## src/rtl/tl_ul_responder.sv

```systemverilog
`default_nettype none
// ============================================================================
// Module  : tl_ul_responder
// Brief   : TL-UL register-window responder, one-entry response register
// Rev     : 1.0  initial release
// ============================================================================
module tl_ul_responder #(
  parameter logic [29:0] BASE   = 30'h0200_0000,
  parameter int          NWORDS = 16
) (
  input  logic        clock,
  input  logic        reset,
  input  logic        a_valid,
  input  logic [2:0]  a_opcode,
  input  logic [2:0]  a_param,
  input  logic [2:0]  a_size,
  input  logic [3:0]  a_source,
  input  logic [29:0] a_address,
  input  logic [3:0]  a_mask,
  input  logic [31:0] a_data,
  output logic        a_ready,
  output logic        d_valid,
  output logic [2:0]  d_opcode,
  output logic [1:0]  d_param,
  output logic [2:0]  d_size,
  output logic [3:0]  d_source,
  output logic        d_denied,
  output logic [31:0] d_data,
  output logic        d_corrupt,
  input  logic        d_ready
);

  localparam int          C_IDXW = $clog2(NWORDS);
  localparam logic [29:0] C_SPAN = 30'(4 * NWORDS);

  typedef enum logic {EMPTY = 1'b0, FULL = 1'b1} state_e;

  state_e             state_q, state_d;
  logic [31:0]        mem_q [NWORDS];
  logic [31:0]        mem_d [NWORDS];
  logic [2:0]         d_opcode_q, d_opcode_d;
  logic [2:0]         d_size_q, d_size_d;
  logic [3:0]         d_source_q, d_source_d;
  logic               d_denied_q, d_denied_d;
  logic [31:0]        d_data_q, d_data_d;
  logic               d_corrupt_q, d_corrupt_d;

  logic               a_fire, d_fire;
  logic [29:0]        offset;
  logic               in_range, misaligned, op_get, op_put, op_data_rsp, denied;
  logic [C_IDXW-1:0]  word_idx;

  assign d_valid   = (state_q == FULL);
  assign a_ready   = !d_valid || d_ready;
  assign a_fire    = a_valid && a_ready;
  assign d_fire    = d_valid && d_ready;
  assign d_param   = 2'b00;
  assign d_opcode  = d_opcode_q;
  assign d_size    = d_size_q;
  assign d_source  = d_source_q;
  assign d_denied  = d_denied_q;
  assign d_data    = d_data_q;
  assign d_corrupt = d_corrupt_q;

  // Request decode; oversize requests fold into the misaligned term.
  always_comb begin
    offset      = a_address - BASE;
    in_range    = (a_address >= BASE) && (offset < C_SPAN);
    word_idx    = offset[C_IDXW+1:2];
    op_get      = (a_opcode == 3'd4);
    op_put      = (a_opcode == 3'd0) || (a_opcode == 3'd1);
    op_data_rsp = (a_opcode == 3'd2) || (a_opcode == 3'd3) || (a_opcode == 3'd4);
    case (a_size)
      3'd0:    misaligned = 1'b0;
      3'd1:    misaligned = a_address[0];
      3'd2:    misaligned = |a_address[1:0];
      default: misaligned = 1'b1;
    endcase
    denied = !in_range || misaligned || (a_param != 3'd0) || !(op_get || op_put);
  end

  always_comb begin
    mem_d = mem_q;
    if (a_fire && !denied && op_put) begin
      for (int i = 0; i < 4; i++) begin
        if (a_mask[i]) mem_d[word_idx][8*i +: 8] = a_data[8*i +: 8];
      end
    end
  end

  // Get data comes from mem_q, i.e. the word before this edge's write.
  always_comb begin
    state_d     = state_q;
    d_opcode_d  = d_opcode_q;
    d_size_d    = d_size_q;
    d_source_d  = d_source_q;
    d_denied_d  = d_denied_q;
    d_data_d    = d_data_q;
    d_corrupt_d = d_corrupt_q;
    if (a_fire) begin
      state_d     = FULL;
      d_opcode_d  = op_data_rsp ? 3'd1 : 3'd0;
      d_size_d    = a_size;
      d_source_d  = a_source;
      d_denied_d  = denied;
      d_data_d    = (!denied && op_get) ? mem_q[word_idx] : 32'h0;
      d_corrupt_d = denied && op_data_rsp;
    end else if (d_fire) begin
      state_d = EMPTY;
    end
  end

  always_ff @(posedge clock or posedge reset) begin
    if (reset) begin
      state_q     <= EMPTY;
      d_opcode_q  <= 3'd0;
      d_size_q    <= 3'd0;
      d_source_q  <= 4'd0;
      d_denied_q  <= 1'b0;
      d_data_q    <= 32'h0;
      d_corrupt_q <= 1'b0;
      for (int i = 0; i < NWORDS; i++) mem_q[i] <= 32'h0;
    end else begin
      state_q     <= state_d;
      d_opcode_q  <= d_opcode_d;
      d_size_q    <= d_size_d;
      d_source_q  <= d_source_d;
      d_denied_q  <= d_denied_d;
      d_data_q    <= d_data_d;
      d_corrupt_q <= d_corrupt_d;
      for (int i = 0; i < NWORDS; i++) mem_q[i] <= mem_d[i];
    end
  end

endmodule
`default_nettype wire

```

## config.mk

```make
export PLATFORM = sky130hd
export DESIGN_NAME = tl_ul_responder
export DESIGN_NICKNAME = d
export VERILOG_FILES = /design/src/rtl/tl_ul_responder.sv
export SDC_FILE = /design/constraint.sdc
export NUM_CORES = 1
export LEC_CHECK = 0
export CORE_MARGIN = 1
export CORE_UTILIZATION = 55
export CTS_BUF_LIST = sky130_fd_sc_hd__clkbuf_8
export DETAILED_ROUTE_END_ITERATION = 6
export GPL_ROUTABILITY_DRIVEN = 0
export HOLD_SLACK_MARGIN = 0.1
export PLACE_DENSITY = 0.8
export RECOVER_POWER = 50
export SETUP_SLACK_MARGIN = 0.15
export SLEW_MARGIN = 20
export SYNTH_ARGS = -nofsm -noshare
export SYNTH_HDL_FRONTEND = slang
export SYNTH_SLANG_ARGS = --single-unit
```

## constraint.sdc

```tcl
create_clock -name clock -period 27.3 [get_ports clock]
set_input_delay 8.19 -clock clock [delete_from_list [all_inputs] [get_ports clock]]
set_output_delay 8.19 -clock clock [all_outputs]
set_load 0.02 [all_outputs]
```

==> results.py <==
metrics = {
    "outcome": {
        "status": "complete, but fails checks",
        "violations": "max-capacitance violations, max-slew violations",
    },
    "worst_setup_path": {
        "r2r-start": "d_valid",
        "startpoint_type": "input pin",
        "crit_path_end_kind": "output port",
        "cp_data_required_time_ps": 19110,
        "crit_family": "buffers and inverters",
        "critPathKind": "input pin to output port",
        "worstSetupStartpoint": "d_ready",
        "worst-path-max-fanout": 4,
        "worstPathArrival_ps": 9560,
        "crit_buf_inv": 2,
        "crit_chain": "dlygate4sd3_1 > nand2b_1 > clkdlybuf4s50_1",
        "slowest_stage": "clkdlybuf4s50_1",
        "cpPeakStageDelay_ps": 650,
    },
    "final_layout": {
        "areaGrowthSynthToFinish_pct": 12.8,
        "utilization_pct": 62.7,
        "final_cell_area_um2": 29100,
        "finalNonFillerCells": 2372,
        "nFillCells": 3317,
        "finalNetCount": 1783,
        "drive_above_1_share_pct": 48.0,
    },
    "synthesis": {
        "synth_cell_types": 41,
        "yosysMostFrequentCell": "dfrtp_1",
        "synthTopCellsByArea": "dfrtp_1 (54%), mux2_2 (21%), mux4_2 (11%)",
        "dominantRegCellSynth": "dfrtp_1",
        "synth_cells": 1583,
        "synth_async_sr_flop_share_pct": 100,
        "synth_commonest_cells": "dfrtp_1 (555), mux2_2 (487), mux4_2 (128)",
        "synth_top_area_share_pct": 53.8,
        "syn-cell-area_um2": 25800,
        "synth.avg_cell_area_um2": 16.3,
        "yosys_warnings": 0,
        "synth_edf_count": 0,
        "synth_top_area_cell": "dfrtp_1",
        "yosysSeqAreaShare_pct": 53.8,
        "synth_seq_cells": 555,
    },
    "placement": {
        "place_hpwl_um": 34800,
        "place_area_um2": 27400,
        "placed_cells": 2215,
        "dp_slack_ps": 9630,
        "numPortBuffers": 126,
    },
    "global_route": {
        "track_usage_pct": 24.7,
        "grt_pass1_vias": 15952,
        "grt_pass1_wl_um": 90200,
        "antenna_found_initial": 3,
        "grt_max_degree": 130,
        "grt_overflow": 0,
    },
    "cts": {
        "clkTransAtPathRegs_ps": 60,
        "cts_resized": 0,
        "htree_levels": 3,
        "cts_made_buffers": 89,
        "cts_tree": "yes",
        "hold_buffers": 0,
        "cts_root_buf": "clkbuf_8",
        "cts_setup_buffers": 0,
        "clk_latency_ps": 640,
        "cts_buffer_depth": 3,
        "cts_sinks": 555,
    },
    "die": {
        "rows": 79,
        "ioPinCount": 131,
        "die_w_um": 219,
        "dieArea_um2": 47800,
        "initial_core_util_pct": 55.6,
        "die_height_um": 219,
        "core_area_um2": 46500,
    },
    "hold_path": {
        "hp-class": "flop to flop",
        "hp-start": "d_denied",
    },
    "sta": {
        "hold_violations": 0,
        "setup_tns_ps": 0,
        "fin_crit_ps": 17750,
        "max_slew_margin_pct": -295,
        "slew_viol_final": 614,
        "tightest_slew_ps": 5920,
        "final-setup-viol-count": 0,
        "rsz0062_at_grt": "false",
        "setup_ws_ps": 9550,
        "timing.hold.ws_ps": 482,
        "skew_ps": 18.5,
        "layout_worst_path_cycle_share_pct": 65.0,
        "fmaxAchievable_mhz": 56.4,
    },
    "flow_run": {
        "maxCapViolCount": 8,
    },
    "route": {
        "first_pass_iters": 5,
        "drc": 0,
        "ant_nets": 0,
        "routedWlPerCell_um": 23.9,
        "drt_wl_total_um": 56600,
        "vias_per_cell": 6.13,
        "drt_iter0_drc": 893,
        "vias": 14535,
    },
    "pwr": {
        "power_mw": 1.61,
        "power.switching_uw": 374,
        "power.density_nw_per_um2": 55.3,
        "pwr-share-seq_pct": 51.3,
        "intPower_mw": 1.24,
        "p_sw_share_pct": 23.2,
        "ir_drop_mv": 0.0306,
        "p_clk_share_pct": 43.3,
        "combPwrFrac_pct": 5.4,
        "p_leak_nw": 14.6,
    },
}
-- worst register-to-register path: cells and delay by family (launching register included) --
| kind | cells | cell delay, ps |
|---|---|---|
| buf+inv | 2 | 2840 |
| mux | 1 | 360 |
| flops | 1 | 340 |
| simple gates | 4 | 1900 |
-- sequential cells by signal (all words and copies together), names as in the netlist --
signal / cells
d_source: 4
d_data: 32
d_valid: 1
d_size: 3
mem_q: 512
d_corrupt: 1
d_opcode: 1
d_denied: 1
-- final timing paths --
check	end	cells past startpoint	slack [ps]
worst min register to register	d_denied	2	480
max in group asynchronous	d_size[1]	4	9790
worst max-delay path	a_ready	3	9550
worst max register to register	mem_q[12]	7	21750
min in group asynchronous	mem_q[405]	2	9820
worst min-delay path	d_denied	2	480
-- power groups by stage --
stage / sequential (mW) / clock, mW / combinational (mW)
after global routing: 0.826 / 0.751 / 0.0956
after floorplan: 0.844 / 0 / 0.0508
after global placement: 0.841 / 0 / 0.0879
final: 0.826 / 0.697 / 0.0876
after detailed placement: 0.841 / 0 / 0.0902
after CTS: 0.826 / 0.714 / 0.0906
-- area by class of cell --
class / count / area, um^2 / share of cell area (%)
inverter: 3 / 12.5 / 0.0429
sequential: 555 / 13900 / 47.7
multi-input combinational: 905 / 11300 / 38.8
timing repair buffer: 145 / 1380 / 4.75
antenna: 1 / 2.50 / 0.00859
clock inverter: 37 / 149 / 0.511
tap: 607 / 759 / 2.61
clock buffer: 119 / 1640 / 5.62
-- layer usage --
metal | wire [um] | track usage (%) | share of wire [%] | vias to the layer above
met5 | 23 | 0 | 0.041 | -
met2 | 27900 | 40.4 | 49 | 358
met4 | 1370 | 8.75 | 2.4 | 4
met3 | 3280 | 5.12 | 5.8 | 94
li1 | - | - | - | 6292
met1 | 24100 | 32.9 | 43 | 7787
-- cells in the final DEF (no fill, tap or decap), drive strengths merged, types with 4 or more instances in the layout --
cell type,n
nor2b,7
nor3,9
inv,33
conb,4
nand2b,6
clkdlybuf4s50,79
a22oi,64
dlygate4sd3,45
a22o,32
dfrtp,555
nand2,40
clkbuf,126
mux2,519
clkinv,5
and4,12
nor2,11
buf,14
mux4,128
nand4,53
nor4,6
-- logic make-up (layout without fill, tap and decap cells) --
family	count (synthesis)	in the layout	synth area share, %
multiplexers	647	647	34.1
other	1	5	0.0145
buffers and inverters	126	304	2.50
AND/OR/NAND/NOR	150	150	6.39
AO/OA/AOI/OAI	101	101	3.06
adder cells (fa/ha/maj)	1	1	0.0484
XOR/XNOR	2	2	0.0678
flip-flops	555	555	53.8
No activity file was read; power rests on OpenSTA's default activity.
